**src/rtl/cpu_pkg.sv**
```systemverilog
// Shared definitions for the 4-bit CPU and its program loader.
//   AW    - instruction address width (CPU pc width)
//   DW    - instruction word width
//   DEPTH - number of instruction words (2**AW)
//   state_e - loader FSM state encoding, also exported for debug
package cpu_pkg;

  localparam int AW    = 4;
  localparam int DW    = 8;
  localparam int DEPTH = 16;

  typedef enum logic [1:0] {
    ST_IDLE   = 2'd0,
    ST_LOAD   = 2'd1,
    ST_RUN    = 2'd2,
    ST_HALTED = 2'd3
  } state_e;

endpackage

```
**src/rtl/prog_mem.sv**
```systemverilog
// DEPTH x DW instruction store built from flops.
// Ports:
//   clk   - clock, all writes on rising edge
//   clr   - synchronous clear of every word (wins over we)
//   we    - synchronous write enable
//   waddr - write address
//   wdata - write data
//   raddr - asynchronous read address
//   rdata - word at raddr (combinational)
module prog_mem
  import cpu_pkg::*;
#(
  parameter int P_AW    = AW,
  parameter int P_DW    = DW,
  parameter int P_DEPTH = DEPTH
) (
  input  logic            clk,
  input  logic            clr,
  input  logic            we,
  input  logic [P_AW-1:0] waddr,
  input  logic [P_DW-1:0] wdata,
  input  logic [P_AW-1:0] raddr,
  output logic [P_DW-1:0] rdata
);

  logic [P_DW-1:0] mem_q [P_DEPTH];
  logic [P_DW-1:0] mem_d [P_DEPTH];

  always_comb begin
    for (int i = 0; i < P_DEPTH; i++) begin
      mem_d[i] = mem_q[i];
    end
    if (clr) begin
      for (int i = 0; i < P_DEPTH; i++) begin
        mem_d[i] = '0;
      end
    end else if (we) begin
      mem_d[waddr] = wdata;
    end
  end

  always_ff @(posedge clk) begin
    for (int i = 0; i < P_DEPTH; i++) begin
      mem_q[i] <= mem_d[i];
    end
  end

  assign rdata = mem_q[raddr];

endmodule

```
**src/rtl/prog_loader.sv**
```systemverilog
// Program loader and instruction memory for the 4-bit CPU.
// A host streams instruction bytes in while the CPU is held in reset; once
// the program is complete the CPU is released and its fetches are served
// from the store until it halts.
//
// Handshake: a byte transfers on a rising edge where in_valid and in_ready
// are both 1. in_ready depends only on registered state, never on in_valid;
// while in_ready is 0 the byte is left untouched and not consumed.
//
// Ports:
//   clk, reset        - clock and synchronous active-high reset
//   load_req          - one-cycle pulse: clear memory and (re)start a load
//   in_valid/in_data/in_last/in_ready - instruction byte stream
//   pc / instr        - CPU fetch address and combinational instruction
//   halt              - CPU halt indication (only honoured in RUN)
//   cpu_reset         - active-high reset to the CPU core
//   load_count        - bytes written by the most recent load
//   done              - CPU has halted since last release
//   dbg_state         - current FSM state, for observation
module prog_loader
  import cpu_pkg::*;
(
  input  logic          clk,
  input  logic          reset,
  input  logic          load_req,
  input  logic          in_valid,
  input  logic [DW-1:0] in_data,
  input  logic          in_last,
  output logic          in_ready,
  input  logic [AW-1:0] pc,
  output logic [DW-1:0] instr,
  input  logic          halt,
  output logic          cpu_reset,
  output logic [AW:0]   load_count,
  output logic          done,
  output state_e        dbg_state
);

  localparam logic [AW:0] LAST_SLOT = (AW+1)'(DEPTH - 1);

  state_e        state_q, state_d;
  logic [AW-1:0] wr_ptr_q, wr_ptr_d;
  logic [AW:0]   count_q, count_d;
  logic          mem_clr, mem_we;
  logic          accept;

  // Outputs are pure decodes of registered state.
  assign in_ready  = (state_q == ST_LOAD);
  assign cpu_reset = (state_q != ST_RUN);
  assign done      = (state_q == ST_HALTED);
  assign dbg_state = state_q;
  assign load_count = count_q;

  assign accept = in_valid & in_ready;

  always_comb begin
    state_d  = state_q;
    wr_ptr_d = wr_ptr_q;
    count_d  = count_q;
    mem_clr  = 1'b0;
    mem_we   = 1'b0;

    if (load_req) begin
      // load_req beats halt and any same-cycle accept in every state.
      state_d  = ST_LOAD;
      wr_ptr_d = '0;
      count_d  = '0;
      mem_clr  = 1'b1;
    end else begin
      case (state_q)
        ST_LOAD: begin
          if (accept) begin
            mem_we   = 1'b1;
            wr_ptr_d = wr_ptr_q + 1'b1;
            count_d  = count_q + 1'b1;
            // Terminate on in_last or when the store is full.
            if (in_last || (count_q == LAST_SLOT)) begin
              state_d = ST_RUN;
            end
          end
        end
        ST_RUN: begin
          if (halt) begin
            state_d = ST_HALTED;
          end
        end
        default: ;
      endcase
    end
  end

  always_ff @(posedge clk) begin
    if (reset) begin
      state_q  <= ST_IDLE;
      wr_ptr_q <= '0;
      count_q  <= '0;
    end else begin
      state_q  <= state_d;
      wr_ptr_q <= wr_ptr_d;
      count_q  <= count_d;
    end
  end

  prog_mem #(
    .P_AW    (AW),
    .P_DW    (DW),
    .P_DEPTH (DEPTH)
  ) u_mem (
    .clk   (clk),
    .clr   (mem_clr | reset),
    .we    (mem_we & ~reset),
    .waddr (wr_ptr_q),
    .wdata (in_data),
    .raddr (pc),
    .rdata (instr)
  );

endmodule

```
**config.mk**
```make
export PLATFORM = sky130hd
export DESIGN_NAME = prog_loader
export DESIGN_NICKNAME = d
export VERILOG_FILES = /design/src/rtl/cpu_pkg.sv /design/src/rtl/prog_mem.sv /design/src/rtl/prog_loader.sv
export SDC_FILE = /design/constraint.sdc
export NUM_CORES = 1
export LEC_CHECK = 0
export CORE_MARGIN = 1.5
export CORE_UTILIZATION = 55
export DETAILED_ROUTE_END_ITERATION = 10
export PLACE_DENSITY = 0.73
export SLEW_MARGIN = 10
export SYNTH_ARGS = -nofsm -noshare
export SYNTH_HDL_FRONTEND = slang
export SYNTH_SLANG_ARGS = --single-unit
```
**constraint.sdc**
```tcl
create_clock -name clk -period 2.5 [get_ports clk]
set_input_delay 0.5 -clock clk [delete_from_list [all_inputs] [get_ports clk]]
set_output_delay 0.5 -clock clk [all_outputs]
set_load 0.01 [all_outputs]
```
==> flow_metrics.py <==
metrics = {
    "outcome": {
        "status": "complete, no violations",
    },
    "yosys": {
        "ys_seq_area_share_pct": 44.6,
        "synth_area_um2": 6230,
        "yosys_warnings": 0,
        "synth_top_cells_by_area": "dfxtp_1, mux2i_1, mux4_2, o211ai_1, nand2_1",
        "synth_top_cell_by_area": "dfxtp_1",
        "ys_ff_latch": 139,
        "syn_avg_cell_area_um2": 10.2,
        "ys_types": 35,
        "syn_inst": 612,
        "syn_nets": 636,
        "synth_top_area_share_pct": 44.6,
    },
    "global_routing": {
        "grt_pass1_wl_mm": 27.2,
        "grt_usage_pct": 30.7,
        "grt_max_degree": 58,
        "antenna_found_initial": 0,
        "grt_pass1_vias": 5045,
        "overflow": 0,
    },
    "floorplanning": {
        "initial_core_util_pct": 57.0,
        "die_area_um2": 12000,
        "ios": 36,
        "row_count": 38,
        "coreArea_um2": 10900,
        "die_h_um": 109,
        "die_x_um": 109,
    },
    "route": {
        "antenna_left": 0,
        "drc_errors": 0,
        "wire_per_inst_um": 21.6,
        "routed_wl_mm": 17.1,
        "drtIter0Drc": 627,
        "num_vias": 5095,
        "drt_first_pass_iters": 6,
        "viasPerCell": 6.45,
    },
    "cts": {
        "cts_root_buffer": "clkbuf_16",
        "clock-sinks": 139,
        "numCtsBuffers": 17,
        "htree_levels": 4,
        "cts_buffer_depth": 2,
        "clk_pin_slew_ps": 60,
        "cts_tree": "yes",
        "insertion_delay_ps": 420,
    },
    "pwr": {
        "p_int_mw": 4.11,
        "p_seq_share_pct": 42.4,
        "p_clk_share_pct": 52.1,
        "power_mw": 5.25,
        "power_density_nw_per_um2": 694,
        "power.leakage_nw": 3.17,
        "power.switching_mw": 1.14,
        "p_comb_share_pct": 5.5,
        "peakVddDrop_mv": 0.559,
        "swShare_pct": 21.7,
    },
    "worst_setup_path": {
        "path_delay_family": "buffers and inverters",
        "slowest_delay_ps": 500,
        "worstSetupPathType": "in2out",
        "worstSetupStartpointType": "input port",
        "r2r_slack_ps": 400,
        "required_ps": 2000,
        "cp-end-kind": "primary output",
        "cp_num_buf_inv": 4,
        "path_max_fanout": 5,
        "cp.arrival_ps": 1950,
        "cp_slowest_cell": "mux4_2",
        "cp_cell_sequence": "clkdlybuf4s15_2 -> buf_8 -> buf_6 -> mux4_2 -> a22oi_2 -> nand2_1 -> dlygate4sd2_1",
    },
    "run": {
        "drv_cap": 0,
    },
    "sta": {
        "rsz0062_at_grt": "no",
        "final.setup.worst_slack_ps": 46.5,
        "min_period_over_period_pct": 98.1,
        "setup-violations-final": 0,
        "holdWs_ps": 459,
        "clock-skew-final_ps": 6.68,
        "slew_headroom_pct": 58.3,
        "min_period_ps": 2450,
        "max_freq_mhz": 408,
        "tightest_slew_ps": 625,
        "hold_violations": 0,
        "slew_violations": 0,
    },
    "layout": {
        "final_area_um2": 7570,
        "nets": 663,
        "drive_above_1_share_pct": 18.6,
        "antenna_cells": 0,
        "final_cell_mix": "dfxtp_1, nand2_1, mux2i_1, o211ai_1",
        "area_growth_pct": 21.4,
        "final_common_cell": "dfxtp_1",
        "fin_cells": 790,
    },
    "placed_design": {
        "place_congestion": 0.864,
        "portBuffers": 35,
        "dp_hpwl_mm": 10.8,
        "placed_cells": 756,
        "placed_area_um2": 6780,
        "dp_slack_ps": -520,
    },
    "hold_path": {
        "hp-class": "reg2reg",
    },
}
## synthesized netlist by cell type (all sizes together)
cell type  instances
a211oi             1
a21oi              8
a22oi             16
a31oi              1
and2               3
and3               1
and3b              1
and4               1
buf               29
clkbuf            32
dfxtp            139
ha                 6
inv               14
mux2i             72
mux4              32
nand2             95
nand3              3
nand3b             4
nand4              8
nor2               8
nor2b              4
o211ai            56
o21a               1
o21ai             61
or2                1
or3               11
or3b               3
xnor2              1
## layout make-up
| type | instances | area (um2) |
|---|---|---|
| inverters | 14 | 52.6 |
| clock buffers | 19 | 443 |
| well taps | 140 | 175 |
| flip-flops and latches | 139 | 2780 |
| repair buffers | 69 | 708 |
| multi-input cells | 398 | 3210 |
| clock inverters | 11 | 195 |
| fillers | 806 | 3370 |
## flip-flops by register name, summed over array words and instances, names as in the netlist
signal	flops
u_mem.mem_q	128
dbg_state	2
load_count	5
wr_ptr_q	4
## cells by family after synthesis
logic type,Yosys count,share of synthesized area [%]
fa+ha+maj,6,1.20
compound gates,144,14.5
mux,104,23.1
buf+inv,75,5.22
xor+xnor,1,0.141
flops,139,44.6
simple gates,143,11.1
## routing by layer
layer	GRT usage, %	up-vias	part of all wire (%)
li1	-	2286	-
met2	46.8	261	47
met4	12.4	0	2.5
met1	41.9	2506	42
met3	7.77	42	8.1
met5	0	-	0
## power groups by stage
stage / sequential (mW) / combinational, mW / clock (mW)
after floorplan: 2.27 / 0.155 / 0
after global placement: 2.27 / 0.259 / 0
after detailed placement: 2.27 / 0.264 / 0
after CTS: 2.22 / 0.280 / 2.74
after global routing: 2.22 / 0.307 / 2.85
final: 2.23 / 0.289 / 2.73
## path summary, 6_finish.rpt
kind | depth (start not counted) | start | to
min | 2 | u_mem.mem_q[11][6]$_SDFFE_PP0P_ | u_mem.mem_q[11][6]$_SDFFE_PP0P_
max | 7 | pc[1] | instr[4]
max reg2reg | 5 | wr_ptr_q[1]$_SDFFE_PP0N_ | u_mem.mem_q[1][2]$_SDFFE_PP0P_
min reg2reg | 2 | u_mem.mem_q[11][6]$_SDFFE_PP0P_ | u_mem.mem_q[11][6]$_SDFFE_PP0P_
## worst reg2reg max path: cells and delay by family, from the launching register on
| family | cells | cell delay (ps) |
|---|---|---|
| fa+ha+maj | 1 | 240 |
| flops | 1 | 350 |
| buf+inv | 1 | 100 |
| compound gates | 1 | 220 |
| simple gates | 2 | 1140 |
## what timing repair did
item                                    4_1_cts  5_1_grt
gates resized for setup                      25       18
endpoints found under the setup margin        8        7
setup buffers                                 3        0
hold endpoints to repair                      0        0
hold buffers                                  0        0
gates cloned                                  1        0
pin swaps                                     3        2
## stage by stage
stage               setup TNS, ps  util [%]
CTS                             0      68.7
floorplan                       0         -
global placement            -3900      62.0
detailed placement          -3980      62.0
global route                    0      69.2
finish                          0      69.2
(Power assumes the default switching activity.)
==> RTL change: new RTL, same flow settings <==
Set the package constant `DEPTH` to 8 (it was 16).
--- a/src/rtl/cpu_pkg.sv
+++ b/src/rtl/cpu_pkg.sv
@@ -8,5 +8,5 @@
   localparam int AW    = 4;
   localparam int DW    = 8;
-  localparam int DEPTH = 16;
+  localparam int DEPTH = 8;
 
   typedef enum logic [1:0] {
Behaviour: not the same (a bounded check fails within 4 cycles, from zero or initial values and one cycle with reset high).
==> RTL change against the original RTL <==
  * Routed wire length decreased by 59%
  * Register-to-register slack improved by 0.47 ns
  * Synthesized area decreased by 44%
  * Non-clock buffer count decreased by 20
  * Setup slack about the same
  * Design area decreased by 45%
  * Power decreased by 55%
  * Sequential cell count decreased by 64
  * Critical path type unchanged
  * Critical endpoint is now instr[0]
  * Largest cell class unchanged
==> RTL change: results (changes against the original RTL) <==
[layout]
nets = 370  ; -44%
drive_gt1_share_pct = 13.5  ; -5.1 points
fillers = 467  ; -42%
largest_register_ffs = 64  ; -50%
seq_area_um2 = 1500  ; -46%

[power_and_ir_drop]
irDropWorstVdd_mv = 0.346  ; -38%
p_int_mw = 1.84  ; -55%
static_leakage_nw = 1.97  ; -38%

[synth]
synth_sequential_area_ratio_pct = 43.4  ; -1.2 points
synth.top_cells.by_count = 75 x sky130_fd_sc_hd__dfxtp_1, 74 x sky130_fd_sc_hd__nand2_1, 66 x sky130_fd_sc_hd__mux2i_1, 16 x sky130_fd_sc_hd__mux4_1, 11 x sky130_fd_sc_hd__clkbuf_1
netlist-cell-type-count = 37  ; +5.7%
synth.net_count = 334  ; -47%

[worst_setup_path]
startpoint_of_the_lowest_slack_register_to_register_path = dbg_state[0]
r2r_slack_ns = 0.87  ; +0.47 ns
worstSetupStartpoint = pc[2]
critical_path.slowest_cell = sky130_fd_sc_hd__mux4_1
critPathMaxFanout = 4  ; -1
reg2reg_depth = 4  ; -1
highest_cell_delay_on_the_worst_timing_path_ns = 0.59  ; +0.09 ns
r2r-end = u_mem.mem_q[6][6]

[global_routing]
grt_use_total_pct = 22.5  ; -8.3 points
largest_net_degree_at_the_start_of_global_routing = 38  ; -34%
grt_first_pass_wirelength_um = 10900  ; -60%
first_global_vias = 2227  ; -56%

[cts]
ctsRootBufferMaster = sky130_fd_sc_hd__clkbuf_8
cts-htree-levels = 3  ; -1
cts.repair.resized = 15  ; -40%
cts-buffers-inserted = 9  ; -8
worst_skew_pair.late_latency_ns = 0.35  ; -0.07 ns

[hold_path]
timing.hold.worst_path_depth = 2  ; unchanged
min-delay-start = u_mem.mem_q[3][6]
worstHoldEndpoint = u_mem.mem_q[3][6]

[sta]
finalClockSkew_ns = 0.00979  ; +0.00311 ns
actual_transition_at_the_worst_max_transition_pin_ns = 0.377  ; -0.248 ns
finalWorstSetupSlack_ns = 0.0465  ; +0.0000282 ns

[detailed_routing]
vias_after_detailed_routing = 2399  ; -53%
drt-pass1-iter-count = 4  ; -2
detailed_route_iter0_violations = 105  ; -83%
wirelength_um = 6940  ; -59%

[placement]
post-place-ws_ns = -0.513  ; +0.00714 ns
half_perimeter_wire_length_of_the_detailed_placement_result_um = 4530  ; -58%
postPlaceCellArea_um2 = 3900  ; -42%
buffer_ports.inserted = 34  ; -2.9%

[run_status]
outcome = completed

-- RTL change: worst max-delay path, delay by kind of cell --
| kind | cells | cell delay [ns] |
|---|---|---|
| multiplexers | 2 | 0.86 |
| buffers and inverters | 2 | 0.58 |
-- RTL change: kinds of logic after synthesis --
kind of cell / share of synthesized area, %
flip-flops: 43.4
AND/OR/NAND/NOR: 14.8
multiplexers: 33.8
AO/OA/AOI/OAI: 1.74
adder cells (fa/ha/maj): 0.723
buffers and inverters: 4.55
XOR/XNOR: 1.01
-- RTL change: how the worst max path moves through the flow --
stage,endpoint,cells after the start
final,instr[0],4
after detailed placement,instr[3],5
after floorplan,instr[2],4
after CTS,instr[0],4
after global placement,instr[3],5
after global routing,instr[1],4
-- RTL change: metrics by stage --
step	total power, mW	instances	hold WS (ns)
after CTS	2.40	430	0.459
after global routing	2.46	430	0.469
after detailed placement	1.40	413	0.448
after global placement	1.39	413	0.439
after floorplan	1.33	314	0.430
final	2.39	430	0.458
-- RTL change: metal layers --
layer  vias up  share of wire (%)  global-route usage (%)
li1       1183                  -                       -
met4         0                1.7                    10.7
met5         -                  0                       0
met3        13                4.0                    4.29
met1      1157                 45                    29.2
met2        46                 49                    36.0
-- RTL change: cell type report --
cell class	count	share of cell area, %
Clock inverter	7	2.24
Clock buffer	9	3.00
Tap cell	75	2.27
Inverter	1	0.0909
Multi-Input combinational cell	214	43.8
Timing Repair Buffer	49	12.3
Sequential cell	75	36.4
-- RTL change: power groups by stage --
| stage | registers, mW | logic (mW) | clock network, mW |
|---|---|---|---|
| after floorplan | 1.23 | 0.0970 | 0 |
| after global placement | 1.24 | 0.158 | 0 |
| after detailed placement | 1.24 | 0.159 | 0 |
| after CTS | 1.21 | 0.164 | 1.03 |
| after global routing | 1.21 | 0.173 | 1.08 |
| final | 1.21 | 0.162 | 1.01 |
